$ cat src/rtl/mem_port_arbiter.sv
// Arbitrates one single-port, fixed-latency memory between instruction fetch and data access.
// Data requests have priority. A starvation counter lets fetch win after STARVE_MAX contested data grants.
module mem_port_arbiter #(
   parameter int ADDR_WIDTH = 32,
   parameter int DAT_WIDTH  = 32,
   parameter int MEM_LAT    = 2,
   parameter int STARVE_MAX = 4
) (
   input  logic                  clk,
   input  logic                  rst_n,
   input  logic                  if_req_i,
   input  logic [ADDR_WIDTH-1:0] if_addr_i,
   output logic                  if_gnt_o,
   output logic                  if_rvalid_o,
   output logic [DAT_WIDTH-1:0]  if_rdata_o,
   input  logic                  dm_req_i,
   input  logic                  dm_we_i,
   input  logic [ADDR_WIDTH-1:0] dm_addr_i,
   input  logic [DAT_WIDTH-1:0]  dm_wdata_i,
   output logic                  dm_gnt_o,
   output logic                  dm_rvalid_o,
   output logic [DAT_WIDTH-1:0]  dm_rdata_o,
   output logic                  mem_req_o,
   output logic                  mem_we_o,
   output logic [ADDR_WIDTH-1:0] mem_addr_o,
   output logic [DAT_WIDTH-1:0]  mem_wdata_o,
   input  logic [DAT_WIDTH-1:0]  mem_rdata_i,
   output logic                  busy_o
);

   localparam int LAT_W    = $clog2(MEM_LAT + 1);
   localparam int STARVE_W = $clog2(STARVE_MAX + 1);

   typedef enum logic [1:0] {IDLE, ISSUE, WAIT, RESP} state_t;
   typedef enum logic {OWN_IF, OWN_DM} owner_t;

   state_t               state, state_nxt;
   owner_t               owner;
   logic [LAT_W-1:0]     lat_cnt;
   logic [STARVE_W-1:0]  starve_cnt;
   logic                 grant_if, grant_dm, starved, capture;

   // NOTE: every always_comb output gets a default first so no path leaves it unassigned (no latch).
   always_comb begin
      grant_if  = 1'b0;
      grant_dm  = 1'b0;
      capture   = 1'b0;
      state_nxt = state;
      starved   = (starve_cnt == STARVE_W'(STARVE_MAX));
      case (state)
         IDLE, RESP: begin
            // Grants are suppressed while reset is held so the handshake stays quiet.
            if (rst_n) begin
               if (dm_req_i && !(if_req_i && starved)) grant_dm = 1'b1;
               else if (if_req_i)                      grant_if = 1'b1;
            end
            state_nxt = (grant_if || grant_dm) ? ISSUE : IDLE;
         end
         ISSUE: state_nxt = WAIT;
         WAIT: begin
            if (lat_cnt == LAT_W'(MEM_LAT)) begin
               capture   = 1'b1;
               state_nxt = RESP;
            end
         end
         default: state_nxt = IDLE;
      endcase
   end

   // NOTE: sequential state uses non-blocking assignments only, so every register samples pre-edge values.
   always_ff @(posedge clk) begin
      if (!rst_n) begin
         // NOTE: the data-path registers are reset too, because their outputs must read zero after reset.
         state       <= IDLE;
         owner       <= OWN_IF;
         lat_cnt     <= '0;
         starve_cnt  <= '0;
         mem_we_o    <= 1'b0;
         mem_addr_o  <= '0;
         mem_wdata_o <= '0;
         if_rdata_o  <= '0;
         dm_rdata_o  <= '0;
      end else begin
         state <= state_nxt;
         if (grant_if || grant_dm) begin
            owner       <= grant_dm ? OWN_DM : OWN_IF;
            mem_we_o    <= grant_dm & dm_we_i;
            mem_addr_o  <= grant_dm ? dm_addr_i : if_addr_i;
            mem_wdata_o <= grant_dm ? dm_wdata_i : '0;
            if (grant_if)                    starve_cnt <= '0;
            else if (if_req_i && !starved)   starve_cnt <= starve_cnt + STARVE_W'(1);
         end
         if (state == ISSUE)                lat_cnt <= LAT_W'(1);
         else if (state == WAIT && !capture) lat_cnt <= lat_cnt + LAT_W'(1);
         // Writes complete with a response pulse but leave both read-data registers untouched.
         if (capture && !mem_we_o) begin
            if (owner == OWN_DM) dm_rdata_o <= mem_rdata_i;
            else                 if_rdata_o <= mem_rdata_i;
         end
      end
   end

   assign if_gnt_o    = grant_if;
   assign dm_gnt_o    = grant_dm;
   assign mem_req_o   = (state == ISSUE);
   assign busy_o      = (state != IDLE);
   assign if_rvalid_o = (state == RESP) && (owner == OWN_IF);
   assign dm_rvalid_o = (state == RESP) && (owner == OWN_DM);

endmodule

$ cat config.mk
export PLATFORM = sky130hd
export DESIGN_NAME = mem_port_arbiter
export DESIGN_NICKNAME = d
export VERILOG_FILES = /design/src/rtl/mem_port_arbiter.sv
export SDC_FILE = /design/constraint.sdc
export NUM_CORES = 1
export LEC_CHECK = 0
export ABC_AREA = 1
export CORE_MARGIN = 3
export CORE_UTILIZATION = 37
export DETAILED_ROUTE_END_ITERATION = 6
export PLACE_DENSITY_LB_ADDON = 0.05
export SYNTH_ARGS = -nofsm -noshare
export SYNTH_HDL_FRONTEND = slang
export SYNTH_SLANG_ARGS = --single-unit
$ cat constraint.sdc
create_clock -name clk -period 1.6 [get_ports clk]
set_input_delay 0.16 -clock clk [delete_from_list [all_inputs] [get_ports clk]]
set_output_delay 0.16 -clock clk [all_outputs]
set_load 0.01 [all_outputs]
==> summary.txt, run 1 <==
Status
  • Status: finished, violations left
  • Failing checks: setup timing

Synth
  • Share of the synthesized area in the top cell type: 0.4765
  • Sequential-to-total area share from yosys stat: 0.4765
  • Largest area contributor in the netlist: dfxtp_1
  • Mean Syn Cell Area: roughly 7.3 um2
  • Predominant post-synthesis flop cell: dfxtp_1
  • Ys async rst share: 0
  • Synth unique cells: 23
  • Synth Cell Area: 5756 um2
  • Most frequent cell after synthesis: nand2_1
  • YS warnings: 0
  • FF+latch count, synth: about 140
  • Number of synthesized flops with an enable pin: 0
  • Cells after synthesis: about 780
  • Syn Nets: about 920
  • List of most frequent post-synthesis cells: 172 x nand2_1, 137 x dfxtp_1, 135 x a21oi_1, 100 x nand3_1, 67 x o21ai_0
  • Largest cells by area after synthesis: dfxtp_1 48%, a21oi_1 12%, nand2_1 11%

CTS
  • Longest Clk Path Bufs: 2
  • Worst-path clk slew: 0.06 ns
  • H-tree depth: 4
  • Root buffer cell: clkbuf_16
  • CTS Buf Count: 17
  • CTS tree: yes
  • CTS Hold Bufs: 0
  • Worst skew pair latency: 0.43 ns
  • CTS sink cnt: around 140

Timing
  • Hold Vio Cnt, Final: 0
  • Final-report setup violation count: 2
  • Relative slew slack: 0.7143
  • Final slew viol count: 0
  • Unrepaired setup endpoints after global routing: yes
  • Tmin final: around 1.6 ns
  • Highest clock rate: between 600 and 700 MHz
  • Skew final: 0.007572 ns
  • PnR worst setup slack: -0.02382 ns
  • Post-Route Setup TNS: -0.03805 ns
  • Final Cycle Share: 1.015
  • Slew @ Worst Pin: 0.4286 ns

Critical path
  • CP Data Arrival Time: around 1.5 ns
  • Critical path class: reg -> out
  • Worst setup EP type: primary output
  • CP required: around 1.4 ns
  • CP Launch Type: register
  • Worst Path Max Fanout: 4

Placement
  • Pre-CTS WS: -0.2516 ns
  • IO buf count: between 200 and 300
  • Placer congestion estimate: roughly 0.8
  • Post-detail-place hpwl: between 10,000 and 15,000 um

Route
  • DRT iter0 DRCs: between 400 and 500
  • DR vias: 6,265
  • Average wire per standard cell: around 15 um
  • DRC viols: 0
  • Via density: about 5.0
  • Drt first pass iters: 4
  • Antenna Nets Post-Route: 0
  • DRT Wirelength: 18,890 um

GRT
  • First-pass GRT wire length: about 29,000 um
  • Antenna violations before repair: 0
  • Gr usage total: 0.2137
  • GR Overflow Total: 0
  • Largest net degree at the start of global routing: between 40 and 50
  • Number of global-route vias before repair: 5,742

Layout
  • Nets: approximately 1,200
  • Area Growth Syn to Fin: 66.37%
  • Antenna cells: 0
  • Share of post-route cells with drive strength above 1: 0.1072
  • Fill cells: roughly 1,400
  • Post-layout util: 0.6442

Hold path
  • Worst min path class: in -> reg

Floorplanning
  • Die Ht: between 100 and 150 um
  • Row count: 44
  • Die W: 130.7 um
  • Initial core utilization: 0.3872
  • Core footprint: 14,860 um2
  • Die footprint: around 17,000 um2
  • IO Count: between 200 and 300

Pwr
  • Max IR drop VDD: between 0.8 and 0.9 mV
  • Lkg Pwr: 3.677 nW
  • Total Power: 0.01159 W
  • Pwr dens: roughly 1200 nW/um2

Flow run
  • Max Cap Violations: 0
## area by class of cell
class,count,area [um2],area share
inverters,50,192.7,0.02012
clock inverters,10,163.9,0.01712
well taps,184,230.2,0.02404
clock buffers,22,474.2,0.04952
repair buffers,318,3168,0.3309
multi-input cells,526,2600,0.2715
flip-flops and latches,137,2746,0.2868
## state kept, by name (all words and copies together) (netlist names)
signal and flops:
state 2, if_rdata_o 32, mem_wdata_o 32, owner 1, lat_cnt 2, starve_cnt 3, mem_addr_o 32, mem_we_o 1
dm_rdata_o 32
## metal layers
layer  vias to the layer above  track usage  part of all wire  wire length [um]
li1                       3169            -                 -                 -
met1                      2857       0.2580              0.43              8101
met2                       208       0.3518              0.47              8896
met3                        31      0.07520             0.077              1459
met4                         0      0.07925             0.023               431
met5                         -            0                 0                 0
## cell usage in the layout (no fill, tap or decap), types with 2 or more instances in the layout
master	netlist	routed
ha_1	7	5
nand4_1	32	32
clkbuf_16	0	18
inv_2	2	5
nand3_2	1	3
bufinv_16	0	4
a21oi_1	135	129
nand2_1	172	168
clkinv_2	0	2
nand2_2	0	4
buf_6	0	7
dfxtp_1	137	134
clkdlybuf4s50_1	0	260
clkbuf_1	45	2
a21oi_2	0	6
clkbuf_2	1	3
inv_1	47	42
o21ai_0	67	67
buf_4	3	38
clkbuf_8	0	3
nand3_1	100	98
dfxtp_2	0	3
nor2_1	6	5
inv_4	0	2
clkinv_4	0	2
buf_12	0	7
nor2_4	1	2
## path summary, 6_finish.rpt
kind / start / endpoint / slack (ns) / cells after the start
max: state[0] / dm_gnt_o / -0.02 / 6
max reg2reg: state[0] / dm_rdata_o[1] / 0.04 / 9
min: dm_wdata_i[17] / mem_wdata_o[17] / 0.28 / 3
min reg2reg: dm_rdata_o[19] / dm_rdata_o[19] / 0.46 / 2
## critical path, stage by stage, from the launching register on
cell	delay (ns)
dfxtp_2	0.33
inv_2	0.05
ha_4	0.26
nor2_4	0.12
nand3_2	0.09
inv_2	0.09
buf_6	0.11
## report_power, final
group	internal [W]	total, W	switching, W
clock network	0.00274	0.00423	0.00149
logic	0.00157	0.00346	0.00188
registers	0.00375	0.00391	0.000157
## through the flow
stage / area [um2] / hold slack, ns / std cells
after floorplan: 5757 / 0.2576 / 784
after global placement: 8761 / 0.4466 / 1208
after detailed placement: 8761 / 0.4507 / 1208
after CTS: 9444 / 0.2743 / 1241
after global routing: 9575 / 0.2777 / 1247
final: 9575 / 0.2850 / 1247
## cell families after synthesis
family	after synthesis	synth area share
buffers and inverters	121	0.08500
adders and majority gates	7	0.01522
AOI/OAI and AO/OA	206	0.1802
xor gates and xnor gates	1	0.001522
and+or+nand+nor	312	0.2415
DFF	137	0.4765
## repair_timing
item	4_1_cts	5_1_grt
pin swaps	5	20
cloned	0	1
resized for setup	32	27
buffers inserted	1	5
endpoints found under the hold margin	0	0
endpoints found under the setup margin	56	101
(Power assumes the default switching activity.)
==> inputs of run 2 (changes only) <==
--- a/config.mk
+++ b/config.mk
@@ -10,6 +10,7 @@
 export CORE_UTILIZATION = 37
 export DETAILED_ROUTE_END_ITERATION = 6
 export PLACE_DENSITY_LB_ADDON = 0.05
+export SETUP_SLACK_MARGIN = 0.4
 export SYNTH_ARGS = -nofsm -noshare
 export SYNTH_HDL_FRONTEND = slang
 export SYNTH_SLANG_ARGS = --single-unit
==> run 2 against run 1 <==
Compared with the run above: the flow still finishes with violations (setup timing); worst setup slack worse by 0.019 ns; wire length grew 39%; fmax down 1.2%; utilization increased by 15 points; clock skew rose by 0.00093 ns; cell count is 4.4% higher; sequential share of layout area down 5.4 points; clock-buffer cell count shrank 3; critical path depth is 2 higher; critical path type unchanged; largest cell class unchanged; largest power group is now combinational logic.
==> summary.txt, run 2 (synthesis gave the netlist of run 1 again) <==
Layout
  • Post-layout util: 0.7946 (was 0.6442)
  • Multi-input gate area: 3775 um2 (was 2600 um2)
  • Share of post-route cells with drive strength above 1: 0.3927 (was 0.1072)
  • Register area: 2754 um2 (was 2746 um2)
  • Non-filler cells, final: 1,302 (was 1,247)
  • Area Growth Syn to Fin: 105.2% (was 66.37%)
  • Most frequent cells in the layout: 132 x clkdlybuf4s50_1, 128 x dfxtp_1, 93 x nand2_1 (was 260 x clkdlybuf4s50_1, 168 x nand2_1, 134 x dfxtp_1)
  • Antenna cells: 0 (unchanged)
  • Nets: 1,246 (was 1,190)
  • Most common cell after layout, fill and taps aside: clkdlybuf4s50_1 (unchanged)
  • Fill cells: 978 (was 1,366)

Pwr
  • Max IR drop VDD: 1.070 mV (was 0.8076 mV)
  • Pwr dens: 1143 nW/um2 (was 1211 nW/um2)
  • Share of power burned in registers: 0.292 (was 0.337)
  • Sw frac: 0.3372 (was 0.3044)
  • P_int: 0.008947 W (was 0.008064 W)
  • Clk pwr share: 0.288 (was 0.365)
  • Gate power share: 0.419 (was 0.298)
  • Sw Pwr: 0.004552 W (was 0.003529 W)
  • Lkg Pwr: 5.606 nW (was 3.677 nW)

CTS
  • CTS sink cnt: 137 (unchanged)
  • CTS Hold Bufs: 0 (unchanged)
  • CTS Buf Count: 17 (unchanged)
  • H-tree depth: 4 (unchanged)
  • Longest Clk Path Bufs: 2 (unchanged)
  • Root buffer cell: clkbuf_16 (unchanged)
  • Worst skew pair latency: 0.42 ns (was 0.43 ns)
  • Worst-path clk slew: 0.06 ns (about the same)
  • CTS tree: yes (unchanged)

Floorplanning
  • Core footprint: 14,860 um2 (unchanged)
  • IO Count: 268 (unchanged)
  • Die W: 130.7 um (unchanged)
  • Die footprint: 17,090 um2 (unchanged)
  • Initial core utilization: 0.3872 (unchanged)
  • Row count: 44 (unchanged)
  • Die Ht: 130.7 um (unchanged)

GRT
  • Gr usage total: 0.2400 (was 0.2137)
  • Largest net degree at the start of global routing: 73 (was 47)
  • First-pass GRT wire length: 32,320 um (was 28,950 um)
  • Antenna violations before repair: 0 (unchanged)
  • Number of global-route vias before repair: 6,165 (was 5,742)
  • GR Overflow Total: 0 (unchanged)

Critical path
  • Worst Path Max Fanout: 3 (was 4)
  • Crit-path cells: inv_2 > ha_4 > inv_4 > nand3_2 > inv_2 > nand2_2 > inv_2 > buf_6 (was inv_2 > ha_4 > nor2_4 > nand3_2 > inv_2 > buf_6)
  • CP dominant cell by count: inv_2 (unchanged)
  • Worst setup EP type: primary output (unchanged)
  • CP Launch Type: register (unchanged)
  • CP max-delay cell: dfxtp_2 (unchanged)
  • Flop2flop setup slack: -0.03 ns (was 0.04 ns)
  • Crit path launch: state[1] (was state[0])
  • CP endpoint: if_gnt_o (was dm_gnt_o)
  • Reg2reg start: state[0] (unchanged)
  • CP required: 1.44 ns (about the same)
  • CP Data Arrival Time: 1.48 ns (was 1.46 ns)
  • R2r endpoint: mem_addr_o[17] (was dm_rdata_o[1])
  • Critical path class: reg -> out (unchanged)
  • Crit-path max cell delay: 0.33 ns (about the same)
  • Reg2reg path depth: 9 (unchanged)

Timing
  • PnR worst setup slack: -0.04283 ns (was -0.02382 ns)
  • Slew @ Worst Pin: 0.5464 ns (was 0.4286 ns)
  • Final-report setup violation count: 4 (was 2)
  • Highest clock rate: 608.7 MHz (was 615.8 MHz)
  • Final slew viol count: 0 (unchanged)
  • Final hold slack: 0.2837 ns (was 0.2850 ns)
  • Unrepaired setup endpoints after global routing: yes (unchanged)
  • Final Cycle Share: 1.027 (was 1.015)
  • Skew final: 0.008505 ns (was 0.007572 ns)
  • Hold Vio Cnt, Final: 0 (unchanged)
  • Tmin final: 1.643 ns (was 1.624 ns)
  • Relative slew slack: 0.6357 (was 0.7143)
  • Post-Route Setup TNS: -0.1000 ns (was -0.03805 ns)

Route
  • DRT iter0 DRCs: 365 (was 418)
  • DRC viols: 0 (unchanged)
  • Drt first pass iters: 5 (was 4)
  • Antenna Nets Post-Route: 0 (unchanged)
  • DRT Wirelength: 26,220 um (was 18,890 um)
  • DR vias: 7,037 (was 6,265)
  • Via density: 5.405 (was 5.024)
  • Average wire per standard cell: 20.14 um (was 15.15 um)

Status
  • Status: finished, violations left (unchanged)
  • Failing checks: setup timing (unchanged)

Placement
  • Placed insts: 1,206 (was 1,208)
  • IO buf count: 267 (unchanged)
  • Post-detail-place hpwl: 12,710 um (was 12,930 um)
  • Placer congestion estimate: 0.7726 (was 0.7948)

Hold path
  • Worst min path class: in -> reg (unchanged)

Flow run
  • Max Cap Violations: 0 (unchanged)
[run 2: layer usage]
metal / vias to the layer above / share of wire / GRT usage / routed length [um]
met4: 0 / 0.022 / 0.07199 / 588
met3: 48 / 0.084 / 0.08293 / 2194
li1: 3319 / - / - / -
met2: 319 / 0.52 / 0.4134 / 13720
met1: 3351 / 0.37 / 0.2824 / 9719
met5: - / 0 / 0 / 0
[run 2: worst min-delay path by stage]
stage              startpoint         endpoint  cells past startpoint
2_1_floorplan           rst_n   mem_addr_o[31]                      2
3_3_place_gp    dm_rdata_o[7]    dm_rdata_o[7]                      2
3_5_place_dp   if_rdata_o[21]   if_rdata_o[21]                      2
4_1_cts         dm_wdata_i[6]   mem_wdata_o[6]                      3
5_1_grt         dm_wdata_i[6]   mem_wdata_o[6]                      3
6_report       dm_wdata_i[20]  mem_wdata_o[20]                      3
[run 2: final cells by class]
class,instances,area share
clock buffer,19,0.03835
clock inverter,12,0.01059
inverter,50,0.01674
multi-input combinational,526,0.3196
sequential,137,0.2332
tap,184,0.01949
timing repair buffer,374,0.3621
[run 2: through the flow]
stage	instance area (um2)	total power [W]	worst slack, ns
CTS	10120	0.01193	-0.05843
global placement	8783	0.007321	-0.2479
finish	11810	0.01350	-0.04283
global route	11810	0.01401	-0.09809
floorplan	5908	0.005835	0.2214
detailed placement	8783	0.007332	-0.2718
[run 2: power by group through the flow]
stage | logic, W | registers, W | clock network [W]
after floorplan | 0.00173 | 0.00410 | 0
after global placement | 0.00334 | 0.00398 | 0
after detailed placement | 0.00334 | 0.00399 | 0
after CTS | 0.00411 | 0.00392 | 0.00390
after global routing | 0.00597 | 0.00399 | 0.00406
final | 0.00566 | 0.00395 | 0.00389
[run 2: timing repair]
| item | in CTS | in global routing |
|---|---|---|
| setup buffers | 19 | 15 |
| endpoints found under the setup margin | 271 | 257 |
| pin swaps | 34 | 105 |
| gates resized for setup | 218 | 445 |
| gates cloned | 13 | 18 |
[run 2: critical path: cells and delay by family (launching register included)]
family	cells	cell delay [ns]
DFF	1	0.33
adders and majority gates	1	0.30
buffers and inverters	5	0.29
and+or+nand+nor	2	0.13
